--- src/rtl/r5p_soc_uart_fifo.sv ---
// Buffered CPU-bus bridge to the UART Avalon slave: TX/RX FIFOs plus a small transfer engine.
// Optional build macro R5P_UART_FIFO_THRESHOLD_EN enables a programmable RX interrupt threshold.
module r5p_soc_uart_fifo #(
   parameter int BYTESIZE = 8,
   parameter int TX_DEPTH = 16,
   parameter int RX_DEPTH = 16
)(
   input  logic        clk,
   input  logic        rst,
   input  logic [1:0]  i_cpu_address,
   input  logic        i_cpu_read,
   input  logic        i_cpu_write,
   input  logic [31:0] i_cpu_writedata,
   output logic [31:0] o_cpu_readdata,
   output logic        o_cpu_waitrequest,
   output logic        o_cpu_interrupt,
   output logic        o_uart_read,
   output logic        o_uart_write,
   output logic [31:0] o_uart_writedata,
   input  logic [31:0] i_uart_readdata,
   input  logic        i_uart_waitrequest,
   input  logic        i_uart_interrupt
);

   localparam int TX_AW = $clog2(TX_DEPTH);
   localparam int TX_LW = TX_AW + 1;
   localparam int RX_AW = $clog2(RX_DEPTH);
   localparam int RX_LW = RX_AW + 1;
   localparam int RX_EW = BYTESIZE + 2;

   typedef enum logic [1:0] {S_IDLE, S_READ, S_WRITE} state_t;

   state_t                r_state;
   state_t                w_next;

   logic [BYTESIZE-1:0]   r_tx_mem [TX_DEPTH];
   logic [TX_AW-1:0]      r_tx_wptr, r_tx_rptr;
   logic [TX_LW-1:0]      r_tx_level;
   logic [RX_EW-1:0]      r_rx_mem [RX_DEPTH];
   logic [RX_AW-1:0]      r_rx_wptr, r_rx_rptr;
   logic [RX_LW-1:0]      r_rx_level;

   logic                  r_tx_ovf, r_rx_ie, r_tx_ie;
   logic                  r_uart_read, r_uart_write;
   logic [31:0]           r_uart_wdata;

   logic                  w_tx_full, w_tx_empty, w_rx_full, w_rx_empty;
   logic                  w_wr_data, w_wr_stat, w_wr_ctrl, w_rd_data;
   logic                  w_tx_push, w_tx_pop, w_tx_flush, w_tx_ovf_set;
   logic                  w_rx_push, w_rx_pop, w_rx_flush;
   logic [BYTESIZE-1:0]   w_tx_head;
   logic [RX_EW-1:0]      w_rx_head;
   logic [7:0]            w_tx_lvl8, w_rx_lvl8, w_thr_rd;
   logic                  w_rx_cond;
   logic [31:0]           w_data_rd, w_stat_rd, w_ctrl_rd;
   logic                  w_unused;

   assign w_unused   = ^{i_cpu_writedata, i_uart_readdata};

   assign w_tx_full  = (r_tx_level == TX_LW'(TX_DEPTH));
   assign w_tx_empty = (r_tx_level == '0);
   assign w_rx_full  = (r_rx_level == RX_LW'(RX_DEPTH));
   assign w_rx_empty = (r_rx_level == '0);
   assign w_tx_lvl8  = 8'(r_tx_level);
   assign w_rx_lvl8  = 8'(r_rx_level);
   assign w_tx_head  = r_tx_mem[r_tx_rptr];
   assign w_rx_head  = r_rx_mem[r_rx_rptr];

   assign w_wr_data  = i_cpu_write && (i_cpu_address == 2'd0);
   assign w_wr_stat  = i_cpu_write && (i_cpu_address == 2'd1);
   assign w_wr_ctrl  = i_cpu_write && (i_cpu_address == 2'd2);
   assign w_rd_data  = i_cpu_read  && (i_cpu_address == 2'd0);

   // Fullness is judged on the level before this cycle, so a same-cycle pop cannot rescue the byte
   assign w_tx_push    = w_wr_data && !w_tx_full;
   assign w_tx_ovf_set = w_wr_data &&  w_tx_full;
   assign w_tx_flush   = w_wr_ctrl && i_cpu_writedata[8];
   assign w_rx_flush   = w_wr_ctrl && i_cpu_writedata[9];
   assign w_tx_pop     = (r_state == S_WRITE) && !w_tx_empty;
   assign w_rx_push    = (r_state == S_READ) && i_uart_readdata[31] && !w_rx_full && !w_rx_flush;
   assign w_rx_pop     = w_rd_data && !w_rx_empty;

`ifdef R5P_UART_FIFO_THRESHOLD_EN
   logic [7:0] r_rx_thr;
   logic [7:0] w_thr_eff;

   always_ff @(posedge clk or posedge rst) begin
      if (rst)
         r_rx_thr <= 8'd1;
      else if (w_wr_ctrl)
         r_rx_thr <= i_cpu_writedata[23:16];
   end

   assign w_thr_eff = (r_rx_thr == 8'd0) ? 8'd1 : r_rx_thr;
   assign w_rx_cond = (w_rx_lvl8 >= w_thr_eff);
   assign w_thr_rd  = r_rx_thr;
`else
   assign w_rx_cond = !w_rx_empty;
   assign w_thr_rd  = 8'd0;
`endif

   assign o_cpu_interrupt   = (r_rx_ie && w_rx_cond) || (r_tx_ie && w_tx_empty);
   assign o_cpu_waitrequest = 1'b0;

   always_ff @(posedge clk or posedge rst) begin
      if (rst) begin
         r_rx_ie  <= 1'b0;
         r_tx_ie  <= 1'b0;
         r_tx_ovf <= 1'b0;
      end else begin
         if (w_wr_ctrl) begin
            r_rx_ie <= i_cpu_writedata[0];
            r_tx_ie <= i_cpu_writedata[1];
         end
         if (w_tx_ovf_set)
            r_tx_ovf <= 1'b1;
         else if (w_wr_stat && i_cpu_writedata[31])
            r_tx_ovf <= 1'b0;
      end
   end

   always_ff @(posedge clk) begin
      if (w_tx_push)
         r_tx_mem[r_tx_wptr] <= i_cpu_writedata[BYTESIZE-1:0];
   end

   // Flush overrides a coincident engine pop, even in the WRITE cycle
   always_ff @(posedge clk or posedge rst) begin
      if (rst) begin
         r_tx_wptr  <= '0;
         r_tx_rptr  <= '0;
         r_tx_level <= '0;
      end else if (w_tx_flush) begin
         r_tx_wptr  <= '0;
         r_tx_rptr  <= '0;
         r_tx_level <= '0;
      end else begin
         if (w_tx_push) r_tx_wptr <= r_tx_wptr + TX_AW'(1);
         if (w_tx_pop)  r_tx_rptr <= r_tx_rptr + TX_AW'(1);
         case ({w_tx_push, w_tx_pop})
            2'b10:   r_tx_level <= r_tx_level + TX_LW'(1);
            2'b01:   r_tx_level <= r_tx_level - TX_LW'(1);
            default: r_tx_level <= r_tx_level;
         endcase
      end
   end

   always_ff @(posedge clk) begin
      if (w_rx_push)
         r_rx_mem[r_rx_wptr] <= {i_uart_readdata[30], i_uart_readdata[29],
                                 i_uart_readdata[BYTESIZE-1:0]};
   end

   always_ff @(posedge clk or posedge rst) begin
      if (rst) begin
         r_rx_wptr  <= '0;
         r_rx_rptr  <= '0;
         r_rx_level <= '0;
      end else if (w_rx_flush) begin
         r_rx_wptr  <= '0;
         r_rx_rptr  <= '0;
         r_rx_level <= '0;
      end else begin
         if (w_rx_push) r_rx_wptr <= r_rx_wptr + RX_AW'(1);
         if (w_rx_pop)  r_rx_rptr <= r_rx_rptr + RX_AW'(1);
         case ({w_rx_push, w_rx_pop})
            2'b10:   r_rx_level <= r_rx_level + RX_LW'(1);
            2'b01:   r_rx_level <= r_rx_level - RX_LW'(1);
            default: r_rx_level <= r_rx_level;
         endcase
      end
   end

   always_ff @(posedge clk or posedge rst) begin
      if (rst)
         r_state <= S_IDLE;
      else
         r_state <= w_next;
   end

   // Received bytes take priority; a byte flushed this cycle is never started
   always_comb begin
      w_next = S_IDLE;
      case (r_state)
         S_IDLE: begin
            if (i_uart_interrupt && !w_rx_full)
               w_next = S_READ;
            else if (!w_tx_empty && !i_uart_waitrequest && !w_tx_flush)
               w_next = S_WRITE;
         end
         default: w_next = S_IDLE;
      endcase
   end

   always_ff @(posedge clk or posedge rst) begin
      if (rst) begin
         r_uart_read  <= 1'b0;
         r_uart_write <= 1'b0;
         r_uart_wdata <= '0;
      end else begin
         r_uart_read  <= (w_next == S_READ);
         r_uart_write <= (w_next == S_WRITE);
         if (w_next == S_WRITE)
            r_uart_wdata <= 32'(w_tx_head);
      end
   end

   assign o_uart_read      = r_uart_read;
   assign o_uart_write     = r_uart_write;
   assign o_uart_writedata = r_uart_wdata;

   assign w_data_rd = {1'b1, w_rx_head[RX_EW-1], w_rx_head[RX_EW-2],
                       {(29-BYTESIZE){1'b0}}, w_rx_head[BYTESIZE-1:0]};
   assign w_stat_rd = {r_tx_ovf, 7'h00, w_rx_lvl8, w_tx_lvl8, 6'h00, w_rx_full, w_tx_full};
   assign w_ctrl_rd = {8'h00, w_thr_rd, 14'h0000, r_tx_ie, r_rx_ie};

   always_comb begin
      o_cpu_readdata = '0;
      case (i_cpu_address)
         2'd0:    o_cpu_readdata = w_rx_empty ? 32'h0 : w_data_rd;
         2'd1:    o_cpu_readdata = w_stat_rd;
         2'd2:    o_cpu_readdata = w_ctrl_rd;
         default: o_cpu_readdata = '0;
      endcase
   end

endmodule

--- config.mk ---
export PLATFORM = sky130hd
export DESIGN_NAME = r5p_soc_uart_fifo
export DESIGN_NICKNAME = d
export VERILOG_FILES = /design/src/rtl/r5p_soc_uart_fifo.sv
export SDC_FILE = /design/constraint.sdc
export NUM_CORES = 1
export LEC_CHECK = 0
export BUFFER_PORTS_ARGS = -buffer_cell sky130_fd_sc_hd__buf_2
export CORE_MARGIN = 8
export CORE_UTILIZATION = 53
export DETAILED_ROUTE_END_ITERATION = 6
export GPL_ROUTABILITY_DRIVEN = 1
export GPL_TIMING_DRIVEN = 0
export PLACE_DENSITY = 0.86
export SETUP_SLACK_MARGIN = 0.5
export SLEW_MARGIN = 20
export SYNTH_ARGS = -nofsm -noshare
export SYNTH_HDL_FRONTEND = slang
export SYNTH_SLANG_ARGS = --single-unit
--- constraint.sdc ---
create_clock -name clk -period 2.7 [get_ports clk]
set_input_delay 0.54 -clock clk [delete_from_list [all_inputs] [get_ports clk]]
set_output_delay 0.54 -clock clk [all_outputs]
set_load 0.02 [all_outputs]
==> impl_metrics.env, run 1 <==
export IMPL_finalPower_mw=16.4
export IMPL_crit_required_ps=2160
export IMPL_worstPathCellList="buf_12 > buf_12 > mux4_2 > mux2_4 > a22oi_2 > o21ai_1 > buf_4"
export IMPL_finalCritPeriodShare_pct=118
export IMPL_syn_inst=740
export IMPL_drt_wl_total_um=38500
export IMPL_slew_headroom_pct=41.9
export IMPL_finalSetupViolations=12
export IMPL_synthDistinctLibCells=58
export IMPL_num_nets_final=1027
export IMPL_fmax_mhz=313
export IMPL_placed_cell_area_sq_um=15100
export IMPL_core_area_sq_um=25900
export IMPL_ys_ff_latch=329
export IMPL_max_stage_delay_ps=550
export IMPL_fin_ws_ps=-495
export IMPL_p_per_area_nw_per_um2=951
export IMPL_cp_arrival_ps=2660
export IMPL_critPathMostFrequentCell="buf_12"
export IMPL_rows=59
export IMPL_cts_tree="done"
export IMPL_status="finished, violations left"
export IMPL_critPathMaxFanout=8
export IMPL_drtIter0Drc=1241
export IMPL_grt_max_degree=35
export IMPL_ir_drop_mv=0.571
export IMPL_via_per_inst=6.31
export IMPL_hold_viol_final=0
export IMPL_start_util_pct=53.7
export IMPL_mostFrequentLayoutCell="edfxtp_1"
export IMPL_via_count=8193
export IMPL_r2r_cells=13
export IMPL_synthArstFlopShare_pct=12.5
export IMPL_grt_pass1_wl_um=50500
export IMPL_antenna_found_initial=2
export IMPL_cts_buffer_depth=3
export IMPL_overflow=0
export IMPL_final_util_pct=66.5
export IMPL_synth_ff_type="edfxtp_1"
export IMPL_end_kind="output port"
export IMPL_r2r_start="r_rx_level[1]$_DFFE_PP0P_"
export IMPL_slew_viol_final=0
export IMPL_period_minus_slack_ps=3200
export IMPL_clk_pin_slew_ps=70
export IMPL_holdPathEnd="r_tx_ovf$_DFFE_PP0P_"
export IMPL_leakagePower_nw=6.24
export IMPL_syn_area_sq_um=13900
export IMPL_synth_edff_count=288
export IMPL_holdPathStages=4
export IMPL_violations="design-rule violations, negative setup slack"
export IMPL_ys_seq_area_share_pct=69.5
export IMPL_numClockSinks=329
export IMPL_fin_hold_ws_ps=262
export IMPL_fin_skew_ps=20.2
export IMPL_crit_family="multiplexers"
export IMPL_cts_buffers=30
export IMPL_drv_cap=0
export IMPL_die_h_um=178
export IMPL_final_cell_area_sq_um=17200
export IMPL_reg2reg_slack_ps=-110
export IMPL_yosys_warnings=0
export IMPL_chipWidth_um=178
export IMPL_rsz0062_at_grt="true"
export IMPL_ant_nets=0
export IMPL_crit_slowest_cell="mux4_2"
export IMPL_hp_start="i_cpu_writedata[31]"
export IMPL_rr_endpoint="r_rx_level[4]$_DFFE_PP0P_"
export IMPL_synthToLayoutAreaGrowth_pct=23.7
export IMPL_grt_pass1_vias=7958
export IMPL_fin_setup_tns_ps=-4670
export IMPL_clock_latency_ps=560
export IMPL_syn_avg_cell_area_sq_um=18.8
export IMPL_gp_congestion=0.832
export IMPL_fp_dieArea_sq_um=31700
export IMPL_htree_levels=1
export IMPL_dr_pass1_iters=7
export IMPL_worstMarginPinSlew_ps=872
export IMPL_grt_usage_pct=21.7
export IMPL_portBuffers=61
export IMPL_wl_per_cell_um=29.6
export IMPL_fill_cells=1517
export IMPL_dp_hpwl_um=19400
export IMPL_min_delay_path_class="input port to flip-flop"
export IMPL_crit_type="flip-flop to output port"
export IMPL_start_kind="flip-flop"
export IMPL_ioPinCount=140
export IMPL_mostFrequentLayoutCells="edfxtp_1, mux4_2, buf_4"
export IMPL_cp_num_buf_inv=3
export IMPL_cts_root_buffer="clkbuf_16"
export IMPL_drc_errors=2
export IMPL_drive_gt1_share_pct=45.5
per-layer routing:
metal  GRT usage, %  wire length, um
met1           27.7            13600
met4           7.29             1310
met5              0               13
met3           4.53             4420
met2           36.6            19100
Yosys cell counts (2+ instances only):
| cell type | n | area [sq um] |
|---|---|---|
| a211oi_1 | 2 | 15.0 |
| a21o_1 | 2 | 15.0 |
| a21oi_1 | 14 | 70.1 |
| a22oi_1 | 2 | 15.0 |
| a31oi_1 | 2 | 12.5 |
| a32oi_1 | 2 | 17.5 |
| and2_1 | 32 | 200 |
| and3_1 | 5 | 31.3 |
| and4_1 | 5 | 43.8 |
| buf_1 | 5 | 18.8 |
| buf_12 | 2 | 40.0 |
| buf_2 | 13 | 65.1 |
| buf_4 | 38 | 285 |
| buf_6 | 3 | 33.8 |
| buf_8 | 2 | 30.0 |
| clkbuf_1 | 10 | 37.5 |
| dfrtp_1 | 41 | 1030 |
| edfxtp_1 | 288 | 8650 |
| ha_1 | 15 | 188 |
| inv_1 | 16 | 60.1 |
| mux2_2 | 8 | 90.1 |
| mux2_4 | 6 | 90.1 |
| mux2i_1 | 4 | 40.0 |
| mux4_1 | 17 | 447 |
| mux4_2 | 71 | 1600 |
| nand2_1 | 20 | 75.1 |
| nand2b_1 | 2 | 12.5 |
| nand3_1 | 4 | 20.0 |
| nand4_1 | 3 | 18.8 |
| nor2_1 | 36 | 135 |
| nor2b_1 | 9 | 56.3 |
| nor3_1 | 5 | 25.0 |
| nor3b_1 | 2 | 15.0 |
| nor4_1 | 5 | 31.3 |
| nor4_2 | 2 | 25.0 |
| o21ai_0 | 5 | 25.0 |
| o21ai_1 | 5 | 25.0 |
| xnor2_1 | 8 | 70.1 |
| xor2_1 | 10 | 87.6 |
where the power goes:
part           internal, mW  switching (mW)  total (mW)
combinational          2.93            2.90        5.83
sequential             5.88           0.319        6.20
clock                  2.45            1.90        4.35
total                  11.3            5.13        16.4
sequential cells by signal, indices dropped and copies added (netlist names), 2 cells and up:
register	cells
r_rx_mem	160
o_uart_writedata	8
r_rx_rptr	4
r_tx_wptr	4
r_rx_level	5
r_state	2
r_tx_mem	128
r_tx_rptr	4
r_tx_level	5
r_rx_wptr	4
worst max path at each step:
stage          cells after the start                  endpoint                      from
2_1_floorplan                      5  r_rx_mem[2][0]$_DFFE_PP_       i_uart_readdata[31]
3_3_place_gp                       6  r_rx_mem[1][8]$_DFFE_PP_       i_uart_readdata[31]
3_5_place_dp                       7  r_rx_mem[4][8]$_DFFE_PP_       i_uart_readdata[31]
4_1_cts                            6        o_cpu_readdata[30]  r_rx_rptr[0]$_DFFE_PP0P_
5_1_grt                            8         o_cpu_readdata[0]  r_rx_rptr[0]$_DFFE_PP0P_
6_report                           7         o_cpu_readdata[0]  r_rx_rptr[0]$_DFFE_PP0P_
timing repair:
action	4_1_cts	5_1_grt
cloned	2	8
endpoints found under the setup margin	307	250
endpoints found under the hold margin	7	0
hold buffers	1	0
setup buffers	32	21
pin swaps	18	20
resized for setup	110	90
tightest hold or removal path, cell delays in order:
cell and delay, ps:
buf_2 80, nand2_1 40, nand2_1 50, o21ai_0 70
final cells by class:
cell class | instances | area (sq um) | area share, %
flip-flops and latches | 329 | 9680 | 56.2
multi-input cells | 358 | 4220 | 24.5
repair buffers | 131 | 1170 | 6.79
clock buffers | 44 | 876 | 5.08
plain buffers | 73 | 674 | 3.91
well taps | 335 | 419 | 2.43
clock inverters | 12 | 121 | 0.705
inverters | 16 | 65.1 | 0.378
diodes | 1 | 2.50 | 0.0145
cell families after synthesis:
group                      after synthesis  synth area share [%]
DFF                                    329                  69.5
and+or+nand+nor                        138                  5.43
muxes                                  106                  16.3
buffers and inverters                   89                  4.10
AOI/OAI and AO/OA                       43                  2.06
xor gates and xnor gates                18                  1.13
adders and majority gates               16                  1.49
other                                    1                0.0269
per-stage QoR:
stage	setup slack, ps	instances
finish	-495	1299
global route	-527	1299
CTS	-460	1269
detailed placement	-376	1178
global placement	-1610	1171
floorplan	-25.5	775
No activity file was read; power rests on OpenSTA's default activity.
==> run 2: changes to the inputs <==
--- a/config.mk
+++ b/config.mk
@@ -11,7 +11,7 @@
 export DETAILED_ROUTE_END_ITERATION = 6
 export GPL_ROUTABILITY_DRIVEN = 1
 export GPL_TIMING_DRIVEN = 0
-export PLACE_DENSITY = 0.86
+export PLACE_DENSITY = 0.76
 export SETUP_SLACK_MARGIN = 0.5
 export SLEW_MARGIN = 20
 export SYNTH_ARGS = -nofsm -noshare
==> run 2 against run 1 <==
Against the previous run: the flow finishes with violations (negative setup slack); cell area grew 0.68%; clock power grew 9.4%; fmax grew 4.0%; critical path type unchanged; sequential power shrank 1%; critical path depth shrank 1.
==> impl_metrics.env, run 2 (same netlist as run 1, synthesis figures left out) <==
export IMPL_wl_per_cell_um=24.2
export IMPL_via_count=7670
export IMPL_portBuffers=61
export IMPL_dr_pass1_iters=7
export IMPL_drive_gt1_share_pct=45.3
export IMPL_slew_headroom_pct=40.7
export IMPL_antenna_found_initial=2
export IMPL_grt_pass1_vias=7435
export IMPL_clk_pin_slew_ps=60
export IMPL_mostFrequentLayoutCell="edfxtp_1"
export IMPL_ioPinCount=140
export IMPL_grt_max_degree=34
export IMPL_ir_drop_mv=0.716
export IMPL_final_cell_area_sq_um=17300
export IMPL_fp_dieArea_sq_um=31700
export IMPL_period_minus_slack_ps=3070
export IMPL_largest_reg_flops=160
export IMPL_cts_buffer_depth=3
export IMPL_preCtsSetupSlack_ps=-328
export IMPL_finalSetupViolations=13
export IMPL_status="finished, violations left"
export IMPL_drv_cap=0
export IMPL_finalCritPeriodShare_pct=114
export IMPL_placed_cells=1180
export IMPL_grt_usage_pct=18.7
export IMPL_core_area_sq_um=25900
export IMPL_rsz0062_at_grt="true"
export IMPL_hold_viol_final=0
export IMPL_p_per_area_nw_per_um2=937
export IMPL_top_register="r_rx_mem"
export IMPL_placed_cell_area_sq_um=15100
export IMPL_violations="negative setup slack"
export IMPL_gp_congestion=0.781
export IMPL_fin_ws_ps=-374
export IMPL_drc_errors=0
export IMPL_grt_pass1_wl_um=44200
export IMPL_cts_buffers=35
export IMPL_drt_wl_total_um=31600
export IMPL_via_per_inst=5.87
export IMPL_chipWidth_um=178
export IMPL_synthToLayoutAreaGrowth_pct=24.6
export IMPL_numClockSinks=329
export IMPL_rows=59
export IMPL_fin_hold_ws_ps=319
export IMPL_leakagePower_nw=6.32
export IMPL_fill_cells=1603
export IMPL_cts_root_buffer="clkbuf_16"
export IMPL_drtIter0Drc=641
export IMPL_mostFrequentLayoutCells="edfxtp_1, mux4_2, buf_4"
export IMPL_crit_type="flip-flop to output port"
export IMPL_fin_skew_ps=17.9
export IMPL_min_delay_path_class="input port to flip-flop"
export IMPL_critPathMaxFanout=5
export IMPL_crit_required_ps=2160
export IMPL_start_kind="flip-flop"
export IMPL_ant_nets=0
export IMPL_end_kind="output port"
export IMPL_antenna_cells=0
export IMPL_clock_latency_ps=510
export IMPL_overflow=0
export IMPL_num_nets_final=1035
export IMPL_htree_levels=2
export IMPL_cp_arrival_ps=2530
export IMPL_slew_viol_final=0
export IMPL_worstMarginPinSlew_ps=890
export IMPL_cts_tree="done"
export IMPL_fmax_mhz=325
export IMPL_dp_hpwl_um=18000
export IMPL_start_util_pct=53.7
export IMPL_layoutNonFillerInstCount=1307
export IMPL_die_h_um=178
-- run 2: cell count changes in the layout (fill, tap and decap cells not counted), sizes merged --
cell / change
diode: -1
clkinvlp: -3
clkinv: +5
clkbuf: -4
bufinv: +3
buf: +4
and2: +3
inv: +1
-- run 2: timing repair --
item,4_1_cts,5_1_grt
setup buffers,29,23
pin swaps,17,27
setup endpoints to repair,312,311
hold endpoints to repair,8,0
gates cloned,2,10
hold buffers,1,0
gates resized for setup,105,76
-- run 2: per-stage QoR --
step	TNS, ps	utilization, %	power [mW]
2_1_floorplan	-1030	-	9.46
3_3_place_gp	-64880	57.9	10.4
3_5_place_dp	-21700	58.3	10.5
4_1_cts	-3650	64.9	15.7
5_1_grt	-4350	66.9	16.9
6_report	-3670	66.9	16.3
-- run 2: path summary, 6_finish.rpt --
kind	from	end	slack [ps]	cells past startpoint
max in group asynchronous	rst	r_rx_level[2]$_DFFE_PP0P_	1740	4
worst min-delay path	i_cpu_writedata[31]	r_tx_ovf$_DFFE_PP0P_	320	4
worst max-delay path	r_rx_rptr[0]$_DFFE_PP0P_	o_cpu_readdata[4]	-370	6
worst max register to register	r_rx_level[1]$_DFFE_PP0P_	r_rx_level[4]$_DFFE_PP0P_	-150	12
worst min register to register	r_state[1]$_DFF_PP0_	o_uart_read$_DFF_PP0_	480	1
min in group asynchronous	rst	o_uart_writedata[0]$_DFFE_PP0P_	490	3
-- run 2: metal layers --
metal	up-vias	share of wire [%]	wire (um)	global-route usage, %
met5	-	0.085	27	0
met4	4	2.3	713	5.42
met3	65	10	3150	3.58
met2	399	46	14600	29.0
met1	3939	41	13100	26.9
li1	3263	-	-	-
-- run 2: worst max-delay path, cell delays in order, from the launching register on --
cell and delay [ps]:
dfrtp_2 440, buf_12 160, buf_12 130, mux4_2 500, mux4_2 510, nor2b_4 160, buf_6 120
-- run 2: area by class of cell --
| class | instances | area, sq um | share of cell area [%] |
|---|---|---|---|
| sequential | 329 | 9680 | 55.8 |
| multi-input combinational | 361 | 4230 | 24.4 |
| timing repair buffer | 131 | 1150 | 6.61 |
| clock buffer | 44 | 910 | 5.24 |
| buffer | 73 | 658 | 3.79 |
| tap | 335 | 419 | 2.42 |
| clock inverter | 18 | 235 | 1.36 |
| inverter | 16 | 65.1 | 0.375 |
-- run 2: power by group --
part	switching (mW)	leakage, nW	total [mW]	internal (mW)
clock	1.88	0.558	4.76	2.88
combinational	2.54	2.66	5.35	2.81
sequential	0.256	3.09	6.14	5.88
total	4.68	6.32	16.3	11.6
==> run 3: changes to the inputs <==
--- a/config.mk
+++ b/config.mk
@@ -5,9 +5,11 @@
 export SDC_FILE = /design/constraint.sdc
 export NUM_CORES = 1
 export LEC_CHECK = 0
+export ABC_CLOCK_PERIOD_IN_PS = 2700
 export BUFFER_PORTS_ARGS = -buffer_cell sky130_fd_sc_hd__buf_2
 export CORE_MARGIN = 8
 export CORE_UTILIZATION = 53
+export CTS_BUF_LIST = sky130_fd_sc_hd__clkbuf_16
 export DETAILED_ROUTE_END_ITERATION = 6
 export GPL_ROUTABILITY_DRIVEN = 1
 export GPL_TIMING_DRIVEN = 0
==> run 3 against run 2 <==
Against the previous run: the run still ends with negative setup slack left; wire length rose by 0.11%; core utilization unchanged; via count is 0.53% lower; sequential power is essentially flat; setup slack better by 3.6 ps; clock power hardly changed; global-route usage barely moved; critical path depth unchanged; non-clock buffer count is the same.
==> impl_metrics.env, run 3 (same netlist as run 1, synthesis figures left out) <==
export IMPL_gp_congestion=0.781
export IMPL_end_kind="output port"
export IMPL_holdPathEnd="r_tx_ovf$_DFFE_PP0P_"
export IMPL_fp_dieArea_sq_um=31700
export IMPL_hp_start="i_cpu_writedata[31]"
export IMPL_crit_type="flip-flop to output port"
export IMPL_core_area_sq_um=25900
export IMPL_rsz0062_at_grt="true"
export IMPL_slew_headroom_pct=40.8
export IMPL_cts_buffer_depth=3
export IMPL_mostFrequentLayoutCells="edfxtp_1, mux4_2, buf_4"
export IMPL_cts_buffers=35
export IMPL_antenna_found_initial=2
export IMPL_multi_input_area_sq_um=4230
export IMPL_synthToLayoutAreaGrowth_pct=24.6
export IMPL_dr_pass1_iters=7
export IMPL_cp_arrival_ps=2530
export IMPL_start_kind="flip-flop"
export IMPL_fmax_mhz=326
export IMPL_overflow=0
export IMPL_top_register="r_rx_mem"
export IMPL_finalPower_mw=16.2
export IMPL_ant_nets=0
export IMPL_via_per_inst=5.84
export IMPL_finalCritPeriodShare_pct=114
export IMPL_leakagePower_nw=6.35
export IMPL_status="finished, violations left"
export IMPL_grt_pass1_vias=7435
export IMPL_min_delay_path_class="input port to flip-flop"
export IMPL_antenna_cells=0
export IMPL_rr_endpoint="r_rx_level[4]$_DFFE_PP0P_"
export IMPL_r2r_start="r_rx_level[1]$_DFFE_PP0P_"
export IMPL_crit_required_ps=2160
export IMPL_via_count=7629
export IMPL_wl_per_cell_um=24.2
export IMPL_drv_cap=0
export IMPL_clk_pin_slew_ps=60
export IMPL_largest_reg_flops=160
export IMPL_reg2reg_slack_ps=-150
export IMPL_cts_tree="done"
export IMPL_cts_root_buffer="clkbuf_16"
export IMPL_drive_gt1_share_pct=45.3
export IMPL_seq_area_sq_um=9680
export IMPL_num_nets_final=1035
export IMPL_clock_latency_ps=520
export IMPL_period_minus_slack_ps=3070
export IMPL_chipWidth_um=178
export IMPL_dp_hpwl_um=18000
export IMPL_drtIter0Drc=680
export IMPL_worstMarginPinSlew_ps=887
export IMPL_drc_errors=0
export IMPL_grt_pass1_wl_um=44200
export IMPL_rows=59
export IMPL_r2r_cells=12
export IMPL_start_util_pct=53.7
export IMPL_p_per_area_nw_per_um2=936
export IMPL_holdPathStages=4
export IMPL_mostFrequentLayoutCell="edfxtp_1"
export IMPL_slew_viol_final=0
export IMPL_grt_usage_pct=18.7
export IMPL_fin_skew_ps=19.1
export IMPL_fin_hold_ws_ps=318
export IMPL_grt_max_degree=34
export IMPL_drt_wl_total_um=31700
export IMPL_violations="negative setup slack"
export IMPL_portBuffers=61
export IMPL_ir_drop_mv=0.717
export IMPL_hold_viol_final=0
export IMPL_numClockSinks=329
export IMPL_critPathMaxFanout=5
export IMPL_fin_ws_ps=-370
export IMPL_die_h_um=178
export IMPL_fill_cells=1603
export IMPL_ioPinCount=140
export IMPL_finalSetupViolations=13
export IMPL_htree_levels=2
run 3: cell types whose count changed in the layout (fill, tap and decap cells not counted), sizes merged:
cell    delta
inv        +9
clkbuf     -9
run 3: final cells by class:
type / count / share of cell area (%)
clock inverter: 27 / 1.55
sequential: 329 / 55.8
buffer: 73 / 3.79
clock buffer: 35 / 5.05
tap: 335 / 2.42
inverter: 16 / 0.375
timing repair buffer: 131 / 6.61
multi-input combinational: 361 / 24.4
run 3: power breakdown:
part	switching (mW)	total (mW)	leakage [nW]	internal [mW]
clock network	1.89	4.73	0.596	2.85
registers	0.255	6.14	3.09	5.88
logic	2.55	5.35	2.66	2.81
total	4.69	16.2	6.35	11.5
run 3: critical path, cell delays in order, from the launching register on:
cell and delay (ps):
dfrtp_2 430, buf_12 160, buf_12 130, mux4_2 500
mux4_2 510, nor2b_4 160, buf_6 120
run 3: layer usage:
metal	GRT usage [%]	share of wire (%)	up-vias
met5	0	0.085	-
li1	-	-	3261
met1	26.8	42	3923
met3	3.58	9.6	57
met2	29.0	46	384
met4	5.42	2.2	4
run 3: how the worst max path moves through the flow:
stage | from | endpoint | slack [ps] | cells past startpoint
finish | r_rx_rptr[0]$_DFFE_PP0P_ | o_cpu_readdata[4] | -370 | 6
global placement | i_uart_readdata[31] | r_rx_mem[1][2]$_DFFE_PP_ | -1370 | 6
detailed placement | i_uart_readdata[31] | r_rx_mem[8][7]$_DFFE_PP_ | -330 | 8
global route | r_rx_rptr[0]$_DFFE_PP0P_ | o_cpu_readdata[4] | -410 | 6
floorplan | i_uart_readdata[31] | r_rx_mem[2][0]$_DFFE_PP_ | -30 | 5
CTS | r_rx_rptr[0]$_DFFE_PP0P_ | o_cpu_readdata[0] | -390 | 7
run 3: what timing repair did:
item / CTS / global route
setup buffers: 29 / 23
setup endpoints to repair: 312 / 311
hold endpoints to repair: 8 / 0
gates resized for setup: 105 / 76
hold buffers: 1 / 0
cloned: 2 / 10
pin swaps: 17 / 28
run 3: through the flow:
step	instances	setup WS [ps]	TNS (ps)	util, %	cell area (sq um)
2_1_floorplan	775	-25.5	-1030	-	14300
3_3_place_gp	1171	-1370	-64880	57.9	15000
3_5_place_dp	1180	-328	-21700	58.3	15100
4_1_cts	1274	-386	-3650	64.9	16800
5_1_grt	1307	-412	-4350	66.9	17300
6_report	1307	-370	-3620	66.9	17300
